## src/rtl/bufcnt_pkg.sv

```systemverilog
// ----------------------------------------------------------------------------
// bufcnt_pkg
// Shared definitions for the buffer/counter transfer controller:
//   - default datapath width and SHIFT timeout length
//   - FSM state encoding
//   - control-output bundle and the state -> output decode used by the FSM
// ----------------------------------------------------------------------------
package bufcnt_pkg;

    localparam int W_DEF      = 8;    // width of pi / cfg_len
    localparam int TO_CYC_DEF = 255;  // SHIFT cycles allowed before ERR

    typedef enum logic [2:0] {
        ST_IDLE  = 3'd0,
        ST_LOAD  = 3'd1,
        ST_SHIFT = 3'd2,
        ST_DONE  = 3'd3,
        ST_ERR   = 3'd4
    } state_t;

    // Control outputs that depend only on the FSM state.
    typedef struct packed {
        logic ld;
        logic en_cnt;
        logic en_tri;
        logic busy;
        logic done;
        logic err;
    } ctrl_t;

    // Moore decode: the FSM registers the decode of its next state, so the
    // outputs seen during a cycle are exactly the decode of the current state.
    function automatic ctrl_t decode_state(input state_t s);
        ctrl_t c;
        c = '0;
        case (s)
            ST_LOAD: begin
                c.ld   = 1'b1;
                c.busy = 1'b1;
            end
            ST_SHIFT: begin
                c.en_cnt = 1'b1;
                c.en_tri = 1'b1;
                c.busy   = 1'b1;
            end
            ST_DONE: c.done = 1'b1;
            ST_ERR:  c.err  = 1'b1;
            default: c = '0;
        endcase
        return c;
    endfunction

endpackage

```

## src/rtl/bufcnt_tmr.sv

```systemverilog
// ----------------------------------------------------------------------------
// bufcnt_tmr
// SHIFT-phase cycle counter for the transfer controller.
//   clk      in  clock
//   rst      in  asynchronous active-low reset
//   clr      in  synchronous clear (held while the FSM is outside SHIFT)
//   en       in  count enable (high for every SHIFT cycle)
//   expired  out high during the TO_CYC-th consecutive enabled cycle
//
// The counter holds the number of SHIFT cycles already completed, so during
// the n-th SHIFT cycle it reads n-1. expired therefore rises in the cycle in
// which the TO_CYC-th SHIFT cycle is being spent, letting the FSM leave on
// the edge that ends it.
// ----------------------------------------------------------------------------
module bufcnt_tmr
    import bufcnt_pkg::*;
#(
    parameter int TO_CYC = TO_CYC_DEF
) (
    input  logic clk,
    input  logic rst,
    input  logic clr,
    input  logic en,
    output logic expired
);

    localparam int CW = (TO_CYC < 2) ? 1 : $clog2(TO_CYC + 1);
    localparam logic [CW-1:0] LAST = CW'(TO_CYC - 1);

    logic [CW-1:0] cnt;

    // NOTE: sequential state is updated with non-blocking assignments only, so
    // every register samples pre-edge values regardless of block ordering.
    always_ff @(posedge clk or negedge rst) begin
        if (!rst) begin
            cnt <= '0;
        end else if (clr) begin
            cnt <= '0;
        end else if (en && (cnt != LAST)) begin
            // Saturates at LAST; the FSM leaves SHIFT before it matters.
            cnt <= cnt + 1'b1;
        end
    end

    assign expired = en && (cnt >= LAST);

endmodule

```

## src/rtl/bufcnt_ctrl.sv

```systemverilog
// ----------------------------------------------------------------------------
// bufcnt_ctrl
// Control FSM for a buffer/counter datapath. One transfer is:
//   IDLE --start--> LOAD (1 cycle, ld) --> SHIFT (en_cnt/en_tri until co)
//        --> DONE (1-cycle done pulse) --> IDLE
// A SHIFT phase that runs TO_CYC cycles without co goes to ERR, which is
// left only through clr_err. abort returns to IDLE from anywhere.
//
// Ports
//   clk      in  clock, all state changes on its rising edge
//   rst      in  asynchronous active-low reset
//   start    in  transfer request, sampled only in IDLE
//   abort    in  cancel, highest priority
//   clr_err  in  leave ERR
//   cfg_len  in  [W] count preset, latched into pi on an accepted start
//   co       in  datapath carry-out, ends SHIFT
//   ld       out parallel-load strobe (LOAD)
//   en_cnt   out counter/shift enable (SHIFT)
//   en_tri   out serial-output tri-state enable (SHIFT)
//   pi       out [W] parallel-load word
//   busy     out high in LOAD and SHIFT
//   done     out one-cycle completion pulse (DONE)
//   err      out high while in ERR
//
// All control outputs are registered from the next-state decode, so they are
// glitch-free Moore outputs. pi is a data word rather than a strobe: it keeps
// the last latched preset (also across abort) until the next accepted start,
// and only reset clears it.
// ----------------------------------------------------------------------------
module bufcnt_ctrl
    import bufcnt_pkg::*;
#(
    parameter int W      = W_DEF,
    parameter int TO_CYC = TO_CYC_DEF
) (
    input  logic         clk,
    input  logic         rst,
    input  logic         start,
    input  logic         abort,
    input  logic         clr_err,
    input  logic [W-1:0] cfg_len,
    input  logic         co,
    output logic         ld,
    output logic         en_cnt,
    output logic         en_tri,
    output logic [W-1:0] pi,
    output logic         busy,
    output logic         done,
    output logic         err
);

    state_t state;
    state_t nxt;
    ctrl_t  ctrl_q;
    logic   load_pi;
    logic   tmr_en;
    logic   tmr_clr;
    logic   tmr_expired;

    // Counter runs only in SHIFT and is held clear everywhere else, so it is
    // zero on every entry to SHIFT.
    assign tmr_en  = (state == ST_SHIFT);
    assign tmr_clr = (state != ST_SHIFT);

    bufcnt_tmr #(
        .TO_CYC (TO_CYC)
    ) u_tmr (
        .clk     (clk),
        .rst     (rst),
        .clr     (tmr_clr),
        .en      (tmr_en),
        .expired (tmr_expired)
    );

    // Next-state logic. abort overrides every other input; within SHIFT a
    // carry-out beats a simultaneous timeout.
    // NOTE: nxt gets a default before the case so no path leaves it
    // unassigned, which keeps this block purely combinational (no latch).
    always_comb begin
        nxt = state;
        if (abort) begin
            nxt = ST_IDLE;
        end else begin
            case (state)
                ST_IDLE: begin
                    if (start) begin
                        nxt = (cfg_len != '0) ? ST_LOAD : ST_DONE;
                    end
                end
                ST_LOAD:  nxt = ST_SHIFT;
                ST_SHIFT: begin
                    if (co) begin
                        nxt = ST_DONE;
                    end else if (tmr_expired) begin
                        nxt = ST_ERR;
                    end
                end
                ST_DONE:  nxt = ST_IDLE;
                ST_ERR: begin
                    if (clr_err) begin
                        nxt = ST_IDLE;
                    end
                end
                default:  nxt = ST_IDLE;
            endcase
        end
    end

    // pi is captured only for a start that actually enters LOAD.
    assign load_pi = (state == ST_IDLE) && start && !abort && (cfg_len != '0);

    always_ff @(posedge clk or negedge rst) begin
        if (!rst) begin
            state  <= ST_IDLE;
            ctrl_q <= '0;
            pi     <= '0;
        end else begin
            state  <= nxt;
            ctrl_q <= decode_state(nxt);
            if (load_pi) begin
                pi <= cfg_len;
            end
        end
    end

    assign ld     = ctrl_q.ld;
    assign en_cnt = ctrl_q.en_cnt;
    assign en_tri = ctrl_q.en_tri;
    assign busy   = ctrl_q.busy;
    assign done   = ctrl_q.done;
    assign err    = ctrl_q.err;

endmodule

```

## config.mk

```make
export PLATFORM = sky130hd
export DESIGN_NAME = bufcnt_ctrl
export DESIGN_NICKNAME = d
export VERILOG_FILES = /design/src/rtl/bufcnt_pkg.sv /design/src/rtl/bufcnt_tmr.sv /design/src/rtl/bufcnt_ctrl.sv
export SDC_FILE = /design/constraint.sdc
export NUM_CORES = 1
export LEC_CHECK = 0
export BUFFER_PORTS_ARGS = -buffer_cell sky130_fd_sc_hd__buf_2
export CAP_MARGIN = 20
export CORE_ASPECT_RATIO = 0.9
export CORE_MARGIN = 2
export CORE_UTILIZATION = 47
export DETAILED_ROUTE_END_ITERATION = 12
export PLACE_DENSITY = 0.77
export SYNTH_ARGS = -nofsm -noshare
export SYNTH_HDL_FRONTEND = slang
export SYNTH_HIERARCHICAL = 1
export SYNTH_SLANG_ARGS = --single-unit
export TNS_END_PERCENT = 20
```

## constraint.sdc

```tcl
create_clock -name clk -period 2.1 [get_ports clk]
set_clock_uncertainty 0.1 [all_clocks]
set_input_delay 0.105 -clock clk [delete_from_list [all_inputs] [get_ports clk]]
set_output_delay 0.105 -clock clk [all_outputs]
set_load 0.02 [all_outputs]
```

# Yosys cells after proc, flatten, opt, wreduce, memory -nomap -nowiden
# Cells that the tools add are included.
# op_classes
addsub	1
reduce_logical	10
order_cmp	1
div	0
n_mul	0
shifts	0
n_eq_ne	9
mux	14
bitwise_logic	0
# ops
cell	count
8-bit two-way mux	2
3-bit two-way mux	5
3-bit case mux with 4 select lines	1
3-bit by 2-bit == test with 1-bit output (second input constant)	3
8-bit by 1-bit adder with 8-bit output (second input constant)	1
8-bit greater-or-equal comparator (second input constant)	1
8-bit inequality test (second input constant)	1
8-bit nonzero test	1
3-bit by 1-bit == test with 1-bit output (second input constant)	2
3-bit == test (second input constant)	2
1-bit logical AND	5
1-bit two-way mux	4
2-bit two-way mux	2
3-bit zero test	1
3-bit by 2-bit inequality test with 1-bit output (second input constant)	1
2-bit nonzero test	1
2-bit OR reduction	1
1-bit zero test	1
# word_totals
wordCells	44
mem_bits_rw	0
regBits	25
inputBits	14
n_memories	0
latch_bits	0
mem_bits_ro	0

# Depth between registers and ports, before layout
# logic_depth
ltp_word	9
ltp_mapped	9
mapped_depth_nobuf	9

# Cells and area by module
# Netlist, hierarchy kept.
# by_module_without_submodules
module	n_inst	cells_per_inst	seq_area_each_um2	area_per_inst_um2
bufcnt_ctrl	1	56	400.4	745.7
bufcnt_tmr	1	48	200.2	473.0

# Worst setup path after synthesis
# Ideal clock, no wire load.
# synth_timing
path_type	register to register
start	reg state[2]
end	reg pi[0]
setup_ns	0.125
path_stages_with_launch	10
required_time_ns	1.875
path_slack_ns	0.042
synth_period_minus_slack_ns	2.058
arrival_time_ns	1.833
path_cell_list	dfrtp_1 nor2_1 nand2_1 inv_1 o211ai_1 nor3_1 nand2b_1 a21oi_2 nand3_4 mux2_4
# synth_between
elab_chain_len	4
# synth_rtl
item	line_no	rtl
from (decl)	bufcnt_ctrl.sv:52	state_t state;
from (signal assigned)	bufcnt_ctrl.sv:118	state <= nxt;
3-bit zero test	bufcnt_ctrl.sv:110	assign load_pi = (state == ST_IDLE) && start && !abort && (cfg_len != '0);
1-bit logical AND (3 in a row)	bufcnt_ctrl.sv:110	
to (signal assigned)	bufcnt_ctrl.sv:121	pi <= cfg_len;
to (decl)	bufcnt_ctrl.sv:46	output logic [W-1:0] pi,
# No other way between the ends.
# A chain may end at the register's enable or synchronous reset.

# Worst setup path in the final report
# layout_timing
start	reg state[0]
end	reg pi[7]
# The elaborated chain is that of the path after synthesis.

==> flow_metrics.env <==
export IMPL_gp_congestion=0.825
export IMPL_drt_met1_wl_um=1310
export IMPL_clock_latency_ps=310
export IMPL_finalSetupTns_ps=0
export IMPL_clock_power_share=0.270
export IMPL_grt_pass1_wl_um=4490
export IMPL_setup_violations_final=0
export IMPL_hpwl_um=1920
export IMPL_finalMaxSlewViolations=0
export IMPL_numClockSinks=24
export IMPL_vias=996
export IMPL_leakage_nw=0.790
export IMPL_portBuffers=27
export IMPL_grt_usage=0.204
export IMPL_die_w_um=57.7
export IMPL_r2r_slack_ps=70
export IMPL_synthArstFlopShare=1.00
export IMPL_ys_top_cells_by_area="dfrtp_1, mux2_4, nor2_1"
export IMPL_fmaxAchievable_mhz=493
export IMPL_timing_final_crit_share=0.965
export IMPL_dr_max_layer_used="met4"
export IMPL_p_sw_frac=0.283
export IMPL_wl_met3_um=110
export IMPL_met2_length_um=1390
export IMPL_synth_edf_count=0
export IMPL_ios=28
export IMPL_timing_final_hold_violations=0
export IMPL_cp_required_ps=2210
export IMPL_vdd_drop_max_mv=0.579
export IMPL_antenna_found_initial=0
export IMPL_yosys_cell_count_top_type="dfrtp_1"
export IMPL_final_cells=179
export IMPL_power_switching_mw=0.345
export IMPL_p_per_area_mw_per_mm2=749
export IMPL_drt_initial_drc_count=22
export IMPL_htree_levels=1
export IMPL_worstPathArrival_ps=2140
export IMPL_numCtsBuffers=3
export IMPL_wire_per_inst_um=16.1
export IMPL_start_kind="flip-flop"
export IMPL_syn_inst=104
export IMPL_area_growth_pct=33.3
export IMPL_grt_overflow=0
export IMPL_status="finished clean"
export IMPL_fin_crit_ps=2030
export IMPL_dieArea_sq_mm=0.00302
export IMPL_start_util=0.494
export IMPL_clkTransAtPathRegs_ps=130
export IMPL_drt_pass1_iterations=4
export IMPL_cp_max_fo=5
export IMPL_drv_cap=0
export IMPL_fp_row_count=17
export IMPL_p_comb_frac=0.276
export IMPL_ant_nets=0
export IMPL_num_antenna_cells=0
export IMPL_cp_end_kind="flip-flop"
export IMPL_ys_seq_area_frac=0.493
export IMPL_core_area_sq_mm=0.00247
export IMPL_syn_nets=120
export IMPL_synth_top_cells_by_count="dfrtp_1, mux2_4, nor2_1"
export IMPL_crit_type="reg2reg"
export IMPL_via_per_inst=5.56
export IMPL_dp_cells=163
export IMPL_synth_cell_types=40
export IMPL_drc_errors=0
export IMPL_cts_root_buf="clkbuf_4"
export IMPL_yosys_register_bits=24
export IMPL_relSlewSlack=0.652
export IMPL_tightest_slew_ps=522
export IMPL_routed_wl_um=2890
export IMPL_ctsLongestPathBuffers=2
export IMPL_nets=168
export IMPL_die_h_um=52.3
export IMPL_yosysWarnings=6
export IMPL_cts_tree="done"
export IMPL_syn_area_per_cell_sq_um=11.7
export IMPL_p_int_mw=0.872
export IMPL_pwr_share_seq=0.454
export IMPL_synth_top_area_frac=0.493
export IMPL_synth_top_area_cell="dfrtp_1"
export IMPL_ys_flop_type="dfrtp_1"
export IMPL_grt_pass1_vias=972
export IMPL_hold_class="in2reg"
export IMPL_syn_area_sq_mm=0.00122
export IMPL_grt_max_degree=25
export IMPL_final_util=0.658
export IMPL_drive_gt1_frac=0.391
-- cell type report --
class | count | area (sq um)
flip-flops and latches | 24 | 601
inverters | 6 | 22.5
clock buffers | 3 | 22.5
repair buffers | 45 | 295
multi-input cells | 72 | 618
fillers | 198 | 843
well taps | 28 | 35.0
clock inverters | 1 | 30.0
-- cell families after synthesis --
kind of cell	after synthesis	synth area share
fa+ha+maj	2	0.0205
buf+inv	9	0.0370
compound gates	20	0.119
simple gates	38	0.202
mux	11	0.128
flops	24	0.493
-- registers in the layout, indices dropped and copies added, names as in the netlist --
| signal | cells |
|---|---|
| ld | 1 |
| state | 3 |
| en_cnt | 1 |
| err | 1 |
| pi | 8 |
| busy | 1 |
| u_tmr/cnt | 8 |
| done | 1 |
-- through the flow --
step	hold WS, ps	setup WS [ps]	cell area (sq um)	power (mW)
6_report	108	73.0	1620	1.22
3_5_place_dp	10.3	17.4	1420	0.867
3_3_place_gp	4.70	128	1420	0.856
5_1_grt	153	-22.9	1620	1.26
2_1_floorplan	-291	42.4	1220	0.757
4_1_cts	103	0.600	1570	1.21
-- power by group through the flow --
stage	Clock (mW)	Combinational (mW)	Sequential, mW
after floorplan	0	0.131	0.626
after global placement	0	0.300	0.556
after detailed placement	0	0.307	0.560
after CTS	0.338	0.321	0.551
after global routing	0.351	0.356	0.557
final	0.329	0.335	0.552
-- metal layers --
metal	GRT usage	up-vias
met5	0	-
met4	0.0814	0
met3	0.0568	10
met2	0.343	32
met1	0.249	476
li1	-	478
-- worst max-delay path, stage by stage (launching register included) --
cell and delay [ps]:
dfrtp_1 410, nor2_2 120, nand2_1 90, inv_2 60, o211ai_1 110, nor3_2 170, nand2b_1 130, a21oi_4 250
nand3_4 160, mux2_4 330
-- repair_timing --
item | CTS | global route
endpoints found under the hold margin | 34 | 0
endpoints found under the setup margin | 0 | 9
setup buffers | 0 | 1
gates resized for setup | 0 | 8
hold buffers | 10 | 0
-- worst paths after layout --
check                              start           end  cells past startpoint
worst min-delay path             clr_err      state[2]                      4
max in group asynchronous            rst  u_tmr/cnt[2]                      2
worst max register to register  state[0]         pi[7]                      9
worst max-delay path            state[0]         pi[7]                      9
worst min register to register     pi[5]         pi[5]                      1
min in group asynchronous            rst         pi[5]                      2
-- placed cells by master (no fill, tap or decap), types with 2 or more instances in the layout --
cell,netlist,routed
a211oi_1,2,2
a21oi_1,2,2
a31oi_1,2,2
and2b_1,2,2
and3_1,2,2
buf_2,0,27
buf_4,1,8
clkbuf_4,0,3
dfrtp_1,24,24
dlygate4sd3_1,0,10
inv_1,6,4
inv_2,0,2
mux2_4,9,9
nand2_1,2,2
nand2b_1,3,3
nand3_1,3,3
nand3_4,1,2
nand4_1,2,2
nor2_1,9,8
nor2b_1,2,2
nor3_1,3,2
nor4_1,2,2
o21ai_0,3,3
o21bai_1,3,3
Power figures use the tool's default switching activity.
